`src/rtl/wb_queue.sv`:
```
// rtl/wb_queue.sv - register-file write-back queue with two-producer arbitration and forwarding
module wb_queue #(
  parameter int DEPTH = 4
) (
  input  logic                     clk,
  input  logic                     reset,
  input  logic                     memValid,
  output logic                     memReady,
  input  logic [4:0]               memAddr,
  input  logic [31:0]              memData,
  input  logic                     aluValid,
  output logic                     aluReady,
  input  logic [4:0]               aluAddr,
  input  logic [31:0]              aluData,
  input  logic                     stall,
  output logic                     regWrite,
  output logic [4:0]               writeAddr,
  output logic [31:0]              writeData,
  input  logic [4:0]               lookupAddr1,
  output logic                     fwdHit1,
  output logic [31:0]              fwdData1,
  input  logic [4:0]               lookupAddr2,
  output logic                     fwdHit2,
  output logic [31:0]              fwdData2,
  output logic [$clog2(DEPTH):0]   count,
  output logic                     empty
);

  localparam int AW = $clog2(DEPTH);

  logic [4:0]  addr_q [DEPTH];
  logic [31:0] data_q [DEPTH];
  logic [AW-1:0] head;
  logic [AW-1:0] tail;
  logic [AW:0]   count_q;

  logic        not_full;
  logic        mem_fire;
  logic        alu_fire;
  logic [4:0]  push_addr;
  logic [31:0] push_data;
  logic        push;
  logic        pop;
  logic [AW-1:0] idx;

  // Readiness only looks at registered occupancy, so a same-edge pop never frees a slot early.
  assign not_full = count_q < (AW+1)'(DEPTH);
  assign memReady = not_full;
  assign aluReady = not_full && !memValid;

  assign mem_fire  = memValid && memReady;
  assign alu_fire  = aluValid && aluReady;
  assign push_addr = mem_fire ? memAddr : aluAddr;
  assign push_data = mem_fire ? memData : aluData;
  // Writes to r0 complete the handshake but are dropped here.
  assign push      = (mem_fire || alu_fire) && (push_addr != 5'd0);

  assign empty     = (count_q == '0);
  assign pop       = !empty && !stall;
  assign regWrite  = pop;
  assign writeAddr = addr_q[head];
  assign writeData = data_q[head];
  assign count     = count_q;

  // Entry storage, pointers and occupancy; pointers wrap naturally as DEPTH is a power of two.
  always_ff @(posedge clk or negedge reset) begin
    if (!reset) begin
      for (int i = 0; i < DEPTH; i++) begin
        addr_q[i] <= '0;
        data_q[i] <= '0;
      end
      head    <= '0;
      tail    <= '0;
      count_q <= '0;
    end else begin
      if (push) begin
        addr_q[tail] <= push_addr;
        data_q[tail] <= push_data;
        tail         <= tail + AW'(1);
      end
      if (pop) begin
        head <= head + AW'(1);
      end
      case ({push, pop})
        2'b10:   count_q <= count_q + (AW+1)'(1);
        2'b01:   count_q <= count_q - (AW+1)'(1);
        default: count_q <= count_q;
      endcase
    end
  end

  // Forwarding: scan occupied entries oldest to youngest so the youngest match wins.
  always_comb begin
    fwdHit1  = 1'b0;
    fwdData1 = '0;
    fwdHit2  = 1'b0;
    fwdData2 = '0;
    idx      = '0;
    for (int i = 0; i < DEPTH; i++) begin
      idx = head + AW'(i);
      if ((AW+1)'(i) < count_q) begin
        if (lookupAddr1 != 5'd0 && addr_q[idx] == lookupAddr1) begin
          fwdHit1  = 1'b1;
          fwdData1 = data_q[idx];
        end
        if (lookupAddr2 != 5'd0 && addr_q[idx] == lookupAddr2) begin
          fwdHit2  = 1'b1;
          fwdData2 = data_q[idx];
        end
      end
    end
  end

endmodule

```
`config.mk`:
```
export PLATFORM = sky130hd
export DESIGN_NAME = wb_queue
export DESIGN_NICKNAME = d
export VERILOG_FILES = /design/src/rtl/wb_queue.sv
export SDC_FILE = /design/constraint.sdc
export NUM_CORES = 1
export LEC_CHECK = 0
export ABC_AREA = 1
export BUFFER_PORTS_ARGS = -buffer_cell sky130_fd_sc_hd__buf_2
export CORE_AREA = 2 2 201 203
export DETAILED_ROUTE_END_ITERATION = 10
export DIE_AREA = 0 0 203 205
export GPL_TIMING_DRIVEN = 0
export HOLD_SLACK_MARGIN = 0.08
export SLEW_MARGIN = 25
export SYNTH_ARGS = -nofsm -noshare
export SYNTH_HDL_FRONTEND = slang
export SYNTH_SLANG_ARGS = --single-unit
```
`constraint.sdc`:
```
create_clock -name clk -period 6.56 [get_ports clk]
set_input_delay 0.328 -clock clk [delete_from_list [all_inputs] [get_ports clk]]
set_output_delay 0.328 -clock clk [all_outputs]
set_load 0.1 [all_outputs]
```
* Word-level counts from Yosys, hierarchy flattened
Cells that the tools add are included.
** Cells by class
- $add $sub $neg :: 6
- Magnitude comparators :: 11
- Equal/unequal tests :: 10
- Mux-type cells :: 65
- Bitwise operators :: 5
- Reductions and logical operators :: 23
** Operator list (number)
- $mux 32 :: 26
- $bmux 32 s2 :: 4
- $bwmux 128 :: 1
- $demux 32 s2 :: 1
- $mux 5 :: 10
- $bmux 5 s2 :: 4
- $eq 5x5->1 :: 8
- $bwmux 20 :: 1
- $mux 1 :: 16
- $ge 3x3->1 const B :: 5
- $not 2->3 :: 5
- $reduce_bool 5->1 :: 3
- $logic_and 1x1->1 :: 14
- $demux 5 s2 :: 1
- $lt 1x3->1 const A :: 2
- $lt 2x3->1 const A :: 2
- $pmux 3 s2 :: 1
- $add 2x1->2 const B :: 2
- $add 2x2->2 const B :: 2
- $add 3x1->3 const B :: 1
- $logic_not 1->1 :: 3
- $logic_not 3->1 :: 1
- $lt 3x1->1 const B :: 1
- $lt 3x3->1 const B :: 1
- other kinds (5) :: 5
** Word-level totals
- Flip-flop bits (word level) :: 155
- Word-level logic and storage cells :: 131

* Longest topological paths before layout
Gate-level depths: netlist of run 1.
- Word-level depth :: 14
- Depth in mapped cells :: 17
- Mapped depth without buffers :: 13

* Least setup slack after synthesis of run 1
Ideal clock, no wire load.
- Path type :: reg2reg
- Start :: reg count_q[0], in the netlist count[0]
- End :: reg count_q[2], in the netlist count[2]
- Arrival time :: 4.499 ns
- Data required time :: 6.439 ns
- Slack :: 1.940 ns
- Cell stages (with the launch flop) :: 11
- Path buffers :: 0
- Period minus slack after synthesis :: 4.620 ns
- Path through :: dfrtp_1 > inv_1 > ha_1 > inv_1 > nor2_1 > nor2_1 > ha_1 > nor2_1 > o21ai_0 > xor2_1 > inv_1
** On the way
- Elaborated cells between the ends (all ways) :: 17
- Classes of those cells :: add/sub (2); order compare (1); eq/ne (2); mux (2); reduce/logical (10)
** RTL lines
- from (decl) :: line 35 : logic [AW:0] count_q;
- from (signal assigned) :: line 85 : 2'b10: count_q <= count_q + (AW+1)'(1);
- from (signal assigned) :: line 86 : 2'b01: count_q <= count_q - (AW+1)'(1);
- from (signal assigned) :: line 87 : default: count_q <= count_q;
- $logic_not 3->1 (*) :: line 58 : assign empty = (count_q == '0);
- net empty :: line 26 : output logic empty
- $logic_not 1->1 (*) :: line 59 : assign pop = !empty && !stall;
- $logic_and 1x1->1 (*) :: line 59
- net regWrite :: line 16 : output logic regWrite,
- $eq 2x1->1 / $eq 2x2->1 (equally long branches) :: line 84 : case ({push, pop})
- $pmux 3 s2 / $reduce_bool 2->1 (equally long branches)
The timed path passes the listed nets; every way through them passes the cells marked *.
A chain may end at the register's enable or synchronous reset.

* Worst setup path in the final report of run 1
- Start :: reg count_q[2], in the netlist count[2]
- End :: out fwdData1[11]
** On the way
- Word-level cells in the longest chain between the ends :: 8
- Elaborated cells between the ends (all ways) :: 11
- Classes of those cells :: order compare (4); mux (7)
** Ends and longest elaborated chain
- $lt 1x3->1 :: line 101 : if ((AW+1)'(i) < count_q) begin
- $mux 32 :: line 101
- $mux 32 :: line 102 : if (lookupAddr1 != 5'd0 && addr_q[idx] == lookupAddr1) begin
- $mux 32 :: line 101
- $mux 32 :: line 102
- $mux 32 :: line 101
- $mux 32 :: line 102
- $mux 32 (*) :: line 101
- to (decl) :: line 21 : output logic [31:0] fwdData1,
Every way passes the cells marked *; elsewhere a longest branch is shown, timed or not.

==> results of run 1 <==
==> cells by family after synthesis <==
group / after synthesis / synth area share [%]
flip-flops: 155 / 28.5
buffers and inverters: 376 / 12.0
AO/OA/AOI/OAI: 433 / 16.1
AND/OR/NAND/NOR: 1324 / 39.4
multiplexers: 32 / 2.65
adder cells (fa/ha/maj): 9 / 0.827
XOR/XNOR: 9 / 0.579
==> timing repair <==
action	4_1_cts	5_1_grt
setup endpoints to repair	0	0
hold endpoints to repair	71	0
hold buffers	1	0
==> synth_stat cells, drive strengths merged <==
library cell / number / share of area, %
nor2b: 2 / 0.092
nand3: 129 / 4.9
xnor2: 2 / 0.13
xor2: 7 / 0.45
mux2: 32 / 2.6
nand2: 884 / 24
ha: 9 / 0.83
o21ai: 426 / 16
buf: 115 / 4.8
o21a: 2 / 0.11
a21oi: 4 / 0.15
nor2: 243 / 7.0
o211ai: 1 / 0.16
dfrtp: 155 / 28
inv: 212 / 5.9
clkbuf: 49 / 1.4
nand4: 66 / 3.0
==> sequential cells by signal, summed over array words and instances (netlist names) <==
register and flops:
addr_q 20, head 2, data_q 128, tail 2, count 3
==> layout make-up <==
cell class	instances	area, um^2
Buffer	164	837
Fill cell	4341	23500
Clock inverter	13	133
Tap cell	525	657
Inverter	212	798
Clock buffer	19	443
Sequential cell	155	3880
Multi-Input combinational cell	1807	8100
Timing Repair Buffer	200	1040
==> worst paths after layout <==
| kind | startpoint | to | slack [ns] | depth (start not counted) |
|---|---|---|---|---|
| setup / recovery | count[2] | fwdData1[11] | 2.45 | 12 |
| hold / removal | stall | head[1] | 0.24 | 4 |
| setup reg to reg | count[2] | count[2] | 3.72 | 15 |
| hold reg to reg | data_q[122] | data_q[122] | 0.52 | 2 |
| max in group asynchronous | reset | data_q[74] | 5.27 | 3 |
| min in group asynchronous | reset | data_q[27] | 0.44 | 2 |
==> worst register-to-register path, cell delays in order, from the launching register on <==
cell and delay, ns:
sky130_fd_sc_hd__dfrtp_1 0.50, sky130_fd_sc_hd__inv_2 0.22, sky130_fd_sc_hd__nand2_2 0.07, sky130_fd_sc_hd__buf_4 0.19, sky130_fd_sc_hd__nand2_1 0.07, sky130_fd_sc_hd__nand2_1 0.14
sky130_fd_sc_hd__nor2_1 0.16, sky130_fd_sc_hd__nand3_2 0.11, sky130_fd_sc_hd__o211ai_4 0.14, sky130_fd_sc_hd__buf_6 0.21, sky130_fd_sc_hd__buf_4 0.20, sky130_fd_sc_hd__ha_1 0.29
sky130_fd_sc_hd__nor2_1 0.11, sky130_fd_sc_hd__o21ai_0 0.11, sky130_fd_sc_hd__xor2_1 0.15, sky130_fd_sc_hd__inv_1 0.05
==> metrics by stage <==
step           utilization [%]  cells  instance area, um^2  hold slack [ns]
2_1_floorplan                -   2338                13600           0.0324
5_1_grt                   40.3   3095                15900            0.265
3_5_place_dp              38.9   3062                15300            0.353
6_report                  40.3   3095                15900            0.235
4_1_cts                   40.3   3095                15900            0.228
3_3_place_gp              38.8   3061                15300            0.500
==> layer usage <==
| layer | GRT usage [%] | wire, um |
|---|---|---|
| met1 | 38.3 | 25700 |
| met2 | 44.8 | 26300 |
| met3 | 6.12 | 5680 |
| met4 | 12.5 | 2420 |
| met5 | 0 | 13 |
==> results list, run 1 <==
- Clock tree synthesis found a total of 155 sinks.
- Weighted congestion at the end of routability-driven global placement: 0.933
* Final Critical Period: 4.11 ns
- Clk slew on worst S/H paths: 0.06 ns
- Total of flip-flops plus latches after synthesis: 155
* Total nets after synthesis: 2,436
- Clock latency on the worst-skew pair, taken at its later pin, is 0.46 ns.
- Post-detailed-routing wire length: 60,100 um
- Data on the critical path arrives at its endpoint at 3.78 ns.
- Summing over every cut layer, the via total after detailed routing is 16,700.
- Placeable core region: 39,400 um^2
- The critical path is of the flop to primary output type.
- Setup-failing EPs final: 0
* Mean post-synth cell area: 5.82 um^2
* Endpoint type of the worst setup path: primary output
* Number of unique standard cell types used by synthesis: 28
- Number of buffer and inverter stages on the critical path: 3
- The final-report max-slew violation count is 0.
* RSZ-0062 raised after global routing: no
* TritonCTS buffer count: 17
- The synthesized netlist occupies a cell area of 13,600 um^2.
* Most frequent standard cell in the layout excluding fill and tap cells: sky130_fd_sc_hd__nand2_1
- Clock tree root buffer cell: sky130_fd_sc_hd__clkbuf_16
- Commonest cells after routing, fill and taps aside: sky130_fd_sc_hd__nand2_1 (881), sky130_fd_sc_hd__o21ai_0 (327), sky130_fd_sc_hd__buf_2 (280), sky130_fd_sc_hd__nor2_1 (233), sky130_fd_sc_hd__inv_1 (208)
* Drt initial violations: 1,626
* Result of the run: completed
* Crit Path Max Fanout: 10
* First-pass GRT wire length: 91,800 um
* DP Wirelength: 44,600 um
* Delay-heaviest family, CP: simple AND/OR/NAND/NOR gates
* Overall routing resource usage: 28.7%
* Register area share after synthesis: 28.5%
* CP cell instances: inv_2 > nand3_1 > nand2_1 > nor2b_1 > nand2_1 > nor2_2 > buf_2 > nand4_1 > nand3_1 > nand2_1 > nand2_1 > buf_2
* Maximum number of buffers from clock root to sink: 2
- Input/output buffers: 198
- The number of antenna violations at the first check in global routing is 1.
- In the routed layout, each cell is associated on average with a via count of 5.39.
- For this run, design rule violations remaining after detail routing come to 0.
* CP most frequent cell: sky130_fd_sc_hd__nand2_1
* Ratio of final minimum period to clock period: 62.6%
* Sum Neg Setup Slack: 0 ns
- The initialized floorplan defines 73 standard-cell rows.
* WL/cell: 19.4 um
- ANT cells: 0
* Library cell contributing the largest single delay on the critical path: sky130_fd_sc_hd__dfrtp_1
- Entering global routing, the biggest net connects 85 pins.
- Number of buffers inserted to repair setup after CTS: 0
- Critical Path Start Type: flop
- The tightest min-delay check is of the input port to flop type.
- Ports placed on the boundary: 199
- Worst rel slew slack: 38.9%
- Initial Util: 34.6%
- CTS built an H-tree with a depth of 4.
- Net count reported at finish: 2,655
- For this run, the detailed router's first-pass iteration total came to 7.
- In this run the remaining antenna-violating nets after routing total 0.
- Number of cells upsized or downsized after cts: 0
* Max frequency: 0.244 GHz
- Delay contributed by the slowest stage of the critical path: 0.55 ns
* Worst slack after detailed placement: 3.05 ns
- The Yosys step of the flow raised 0 warnings.
* Slack of the critical path: 2.45 ns
- The total count of hold-check failures in the final report came to 0.
- The die covers 41,600 um^2.
* GRT Residual Overflow: 0
* Data required time of the critical path: 6.23 ns
- Clock skew on the completed layout was measured at 0.0119 ns.
* Least-Margin Pin Slew: 0.917 ns
* Clock tree from TritonCTS: yes
- The floorplan step set the die height to 205 um.
- Counting every instance in the synthesized netlist gives 2,338.
* P&R area growth vs syn: 16.7%
- Share of layout cells above drive strength 1: 15.3%
* Max-cap violation count: 0
- Via count of the first global-routing pass: 15,800
* Chip width: 203 um
Power of run 1 is not shown: default switching activity piles up to over one toggle a cycle in this logic, so the estimate is an artifact.
==> inputs of run 2 (changes only) <==
clock period = 3.3 ns   (was 6.56 ns; I/O delays follow)
==> run 2 against run 1 <==
Effect of this change: register-to-register slack worse by 3.2 ns; flip-flop and latch count stayed put; clock skew fell by 0.0021 ns; routed wire length shrank 0.79%; critical path depth up 1; largest cell class unchanged.
==> results list, run 2 (same netlist as run 1, synthesis figures left out) <==
* Register Area: 3880 um^2
- The number of placed instances, taps included, is 3,063.
- Input/output buffers: 198
- In the global route stage, overall resource usage came out at 28.4%.
* Total die area: 41,600 um^2
- Final hold slack: 0.0983 ns
- Max reg flops: 128
- Remaining antenna violation count after routing: 0
- Maximum number of buffers from clock root to sink: 2
* Setup-failing EPs final: 0
- In this run the tightest slew margin relative to its limit is 38.7%.
- Clock latency reported for the late side of the worst-skew pair: 0.45 ns
- The first global-routing pass estimated 91,100 um of wire.
* GRT Residual Overflow: 0
- Leaving out fill and tap cells, the most frequent cells in the layout are sky130_fd_sc_hd__nand2_1 (877), sky130_fd_sc_hd__o21ai_0 (324), sky130_fd_sc_hd__nor2_1 (225), sky130_fd_sc_hd__inv_1 (208), sky130_fd_sc_hd__buf_2 (178).
- 0 antenna diodes ended up in the layout.
- Largest net degree at the start of global routing: 62
- Per-cell via count in the routed design: 5.39
* Weighted congestion at the end of routability-driven global placement: 0.912
- The run finished with clean final reports.
- Most flops, register: data_q
- The worst path uses 97.4% of the clock period.
* Placeable core region: 39,400 um^2
- Number of sinks handled by clock tree synthesis: 155
* TritonCTS buffer count: 17
- Vertical die dimension: 205 um
- Measured on the finished design, the core utilization comes to 42.8%.
- Derived from the worst setup path, the maximum achievable clock frequency is 0.311 GHz.
* Clk slew on worst S/H paths: 0.07 ns
* Iteration count of the initial detailed-routing pass: 9
- P&R area growth vs syn: 23.7%
* Share of layout cells above drive strength 1: 17.0%
- The number of antenna violations at the first check in global routing came to 0.
- The number of global-route vias before repair is 16,000.
* Crit Path Max Fanout: 10
* CP most frequent cell: sky130_fd_sc_hd__nand2_1
- The final layout contains routed wiring with a total length of 59,600 um.
- The finished layout holds 3,107 standard cells, fillers aside.
- At the end of the flow, the number of nets in the layout was 2,667.
- The final-report max-slew violation count came to 0.
* Max-cap violation count: 0
- The tightest min-delay check is of the input port to flop type.
* Endpoint arrival time on the critical path: 3.05 ns
- For this block, the via count after detailed routing is 16,800.
- The H-tree was split into 4 levels.
* Number of hold violations in the final report: 0
* Chip width: 203 um
* Drt initial violations: 1,771
* Final worst clock skew: 0.00979 ns
- Area of combinational cells with multiple inputs: 8240 um^2
- Leaving out fill and tap cells, the most frequent cell in the layout is sky130_fd_sc_hd__nand2_1.
- Least-Margin Pin Slew: 0.920 ns
- Dividing the detail-routed wire length by the instance count gives 19.2 um.
* DP Wirelength: 44,600 um
* Clock tree from TritonCTS: yes
- The clock period could shrink to 3.21 ns.
- Ports placed on the boundary: 199
* Clock tree root buffer cell: sky130_fd_sc_hd__clkbuf_16
- For this run, the slowest stage of the critical path takes 0.49 ns.
- Setup repair after global routing could not meet its margin everywhere.
- Initial Util: 34.6%
* Placement row count: 73
* Type of the worst setup path: flop to primary output
* Library cell contributing the largest single delay on the critical path: sky130_fd_sc_hd__clkbuf_1
- Critical Path Start Type: flop
- CP cell instances: buf_6 > inv_4 > nand2_1 > nand2_4 > buf_4 > clkbuf_1 > nand2_1 > o21ai_1 > nand4_1 > nand3_1 > nand2_1 > nand2_1 > buf_6
- The worst setup path is captured at a primary output.
- For this run, design rule violations remaining after detail routing come to 0.
- Counting the fill cells in the layout gives 4,259.
- Data required time of the critical path: 3.13 ns
[run 2: area by class of cell]
class,count,area share (%)
plain buffers,164,5.85
clock buffers,19,2.69
inverters,212,4.76
clock inverters,13,0.647
multi-input cells,1807,48.9
flip-flops and latches,155,23.1
well taps,525,3.90
repair buffers,212,10.2
[run 2: final timing paths]
kind / startpoint / endpoint / slack, ns / cells after the start
worst max-delay path: head[0] / fwdData1[11] / 0.09 / 13
worst min-delay path: memData[20] / data_q[52] / 0.1 / 4
worst max register to register: count[2] / count[2] / 0.48 / 15
worst min register to register: data_q[37] / data_q[37] / 0.52 / 2
max in group asynchronous: reset / data_q[103] / 2.15 / 4
min in group asynchronous: reset / data_q[26] / 0.19 / 2
[run 2: what timing repair did]
item | CTS | global route
pin swaps | 5 | 3
endpoints found under the hold margin | 96 | 0
resized for setup | 118 | 143
cloned | 0 | 0
setup endpoints to repair | 66 | 66
buffers inserted | 9 | 1
hold buffers | 2 | 0
[run 2: routing by layer]
metal,up-vias,wire length (um),GRT usage (%)
met3,162,6000,5.17
met1,7735,24900,38.1
met5,-,0,0
met4,0,2730,13.8
met2,957,25900,44.2
li1,7897,-,-
[run 2: critical path, delay by kind of cell (launching register included)]
| kind | cells | cell delay, ns |
|---|---|---|
| simple gates | 7 | 0.90 |
| flops | 1 | 0.38 |
| buf+inv | 5 | 1.16 |
| compound gates | 1 | 0.15 |
[run 2: per-stage QoR]
stage               setup TNS (ns)  cell area, um^2  setup WS, ns
floorplan                  -0.0220            13600       -0.0220
global placement            -63.31            15300        -0.699
detailed placement         -0.0101            15300       -0.0101
CTS                        -0.0421            16400       -0.0421
global route               -0.0312            16800      -0.00931
finish                           0            16800        0.0862
Power of run 2 is left out for the same reason.
==> inputs of run 3 (changes only) <==
clock period = 3.7 ns   (was 3.3 ns; I/O delays follow)
==> run 3 against run 2 <==
Effect of this change: critical endpoint unchanged; hold slack better by 0.044 ns; design area is 4.6% lower; register-to-register slack better by 0.37 ns; utilization is 2.0 points lower; first-iteration DRC count is 8.5% higher; critical path type unchanged; clock-buffer cell count stayed put.
==> results list, run 3 (same netlist as run 1, synthesis figures left out) <==
- Final Max Tran Viols: 0
- Iteration count of the initial detailed-routing pass: 6
* Via count of the first global-routing pass: 15,800
* Remaining antenna violation count after routing: 0
- The floorplan step set the die width to 203 um.
- Post-route DRC: 0
* Vias after detailed routing: 16,600
- Most flops, register: data_q
- Fill count: 4,288
* Max reg flops: 128
* Delay contributed by the slowest stage of the critical path: 0.55 ns
* Clock tree root buffer cell: sky130_fd_sc_hd__clkbuf_16
- On the final layout, the worst clock skew is 0.0102 ns.
* RSZ-0062 raised after global routing: yes
* Weighted congestion at the end of routability-driven global placement: 0.936
* Most frequent standard cell in the layout excluding fill and tap cells: sky130_fd_sc_hd__nand2_1
- After detailed routing, the average wire length per cell comes to 19.3 um.
* Max-cap violation count: 0
- Clock-pin slew was measured on the worst setup and hold paths at 0.06 ns.
- In the layout the commonest cells are sky130_fd_sc_hd__nand2_1 (881), sky130_fd_sc_hd__o21ai_0 (327), sky130_fd_sc_hd__buf_2 (233), sky130_fd_sc_hd__nor2_1 (231), sky130_fd_sc_hd__inv_1 (208).
- Ports placed on the boundary: 199
- GRT Residual Overflow: 0
* Net count reported at finish: 2,657
- TritonCTS buffer count: 17
- Library cell contributing the largest single delay on the critical path: sky130_fd_sc_hd__dfrtp_1
- After floorplanning, the core was sized to cover 39,400 um^2.
* Crit Path Max Fanout: 10
- Data arrives at the worst endpoint at 3.47 ns.
- For the pin with the worst max-slew slack, the measured transition is 0.883 ns.
- Once the floorplan was initialized, standard cells occupied 34.6% of the core.
- Based on the critical path, the design can be clocked at up to 0.274 GHz.
- Slack of the critical path: 0.0473 ns
- Clock tree from TritonCTS: yes
* Largest net degree at the start of global routing: 87
* Number of hold violations in the final report: 0
* Clock latency reported for the late side of the worst-skew pair: 0.45 ns
- CP cell instances: inv_2 > nand3_1 > nand2_1 > nor2b_1 > nand2_1 > nor2_4 > clkbuf_4 > nand4_1 > nand3_1 > nand2_1 > nand2_1 > buf_4
* Result of the run: completed
- Final Critical Period: 3.65 ns
* P&R area growth vs syn: 18.0%
- The critical path contains buffers and inverters numbering 3 combined.
* Delay-heaviest family, CP: simple AND/OR/NAND/NOR gates
- Counting along the longest clock path gives a buffer depth of 2.
- Worst rel slew slack: 41.1%
- Overall routing resource usage: 28.3%
* Endpoint type of the worst setup path: primary output
- The critical path is of the flop to primary output type.
* Setup-failing EPs final: 0
- Placement row count: 73
- The number of antenna violations at the first check in global routing was 0.
* Post-detailed-routing wire length: 59,800 um
- Share of layout cells above drive strength 1: 15.6%
- Number of sinks handled by clock tree synthesis: 155
* Min-delay worst type: input port to flop
- The detailed router finished its first iteration with 1,922 violations.
- Worst slack after detailed placement: 0.338 ns
* Data required time of the critical path: 3.51 ns
- In the finished design, the share of the clock period the worst path needs comes to 98.7%.
- The first global-routing pass estimated 90,800 um of wire.
* Per-cell via count in the routed design: 5.37
- Critical Path Start Type: flop
- 0 antenna diodes ended up in the layout.
* Max H-tree Level: 4
* Vertical die dimension: 205 um
* Input/output buffers: 198
- Total die area: 41,600 um^2
* CP most frequent cell: sky130_fd_sc_hd__nand2_1
- The HPWL after detailed placement is 44,500 um.
[run 3: cell count changes in the layout (fill, tap and decap cells not counted), moves of 5 or more]
cell / previous run / this run
sky130_fd_sc_hd__buf_8: 14 / 1
sky130_fd_sc_hd__clkbuf_2: 14 / 6
sky130_fd_sc_hd__buf_4: 51 / 36
sky130_fd_sc_hd__inv_6: 5 / 0
sky130_fd_sc_hd__nor2_1: 225 / 231
sky130_fd_sc_hd__buf_2: 178 / 233
sky130_fd_sc_hd__clkbuf_1: 35 / 45
sky130_fd_sc_hd__clkbuf_4: 9 / 33
sky130_fd_sc_hd__buf_6: 52 / 5
sky130_fd_sc_hd__buf_12: 13 / 0
[run 3: cell type report]
type | count | area, um^2 | share of cell area [%]
Timing Repair Buffer | 202 | 1160 | 7.23
Sequential cell | 155 | 3880 | 24.1
Clock buffer | 19 | 433 | 2.70
Multi-Input combinational cell | 1807 | 8150 | 50.8
Tap cell | 525 | 657 | 4.09
Buffer | 164 | 856 | 5.33
Inverter | 212 | 798 | 4.97
Clock inverter | 12 | 126 | 0.787
[run 3: stage by stage]
stage	TNS [ns]	util (%)	instance area, um^2	cells	hold WS [ns]
floorplan	0	-	13600	2338	-0.111
global placement	-12.52	38.8	15300	3061	0.500
detailed placement	0	38.9	15300	3062	0.192
CTS	0	40.5	15900	3095	0.144
global route	-0.125	40.8	16100	3096	0.162
finish	0	40.8	16100	3096	0.142
[run 3: path summary, 6_finish.rpt]
check	endpoint	depth (start not counted)	start	slack (ns)
setup reg to reg	count[2]	15	count[2]	0.85
max in group asynchronous	data_q[9]	3	reset	2.57
setup / recovery	fwdData1[11]	12	count[2]	0.05
hold reg to reg	data_q[123]	2	data_q[123]	0.52
hold / removal	data_q[60]	4	aluData[28]	0.14
min in group asynchronous	data_q[89]	2	reset	0.30
[run 3: what timing repair did]
| action | in CTS | in global routing |
|---|---|---|
| hold buffers | 2 | 0 |
| setup endpoints to repair | 20 | 66 |
| buffers inserted | 0 | 1 |
| pin swaps | 0 | 1 |
| gates resized for setup | 18 | 47 |
| hold endpoints to repair | 70 | 0 |
[run 3: layer usage]
metal	GRT usage (%)	share of wire, %	vias to the layer above
met2	44.2	44	915
met4	12.4	4.1	0
met3	5.65	9.6	160
met1	38.0	43	7676
li1	-	-	7864
met5	0	0	-
[run 3: worst reg2reg max path: stages (launching register included)]
cell and delay (ns):
sky130_fd_sc_hd__dfrtp_1 0.50, sky130_fd_sc_hd__inv_2 0.22, sky130_fd_sc_hd__nand2_2 0.07, sky130_fd_sc_hd__buf_4 0.20
sky130_fd_sc_hd__nand2_1 0.08, sky130_fd_sc_hd__nand2_1 0.14, sky130_fd_sc_hd__nor2_1 0.15, sky130_fd_sc_hd__nand3_2 0.10
sky130_fd_sc_hd__o211ai_4 0.14, sky130_fd_sc_hd__buf_6 0.21, sky130_fd_sc_hd__buf_4 0.21, sky130_fd_sc_hd__ha_1 0.30
sky130_fd_sc_hd__nor2_1 0.13, sky130_fd_sc_hd__o21ai_0 0.10, sky130_fd_sc_hd__xor2_1 0.14, sky130_fd_sc_hd__inv_1 0.05
Power of run 3 is left out for the same reason.
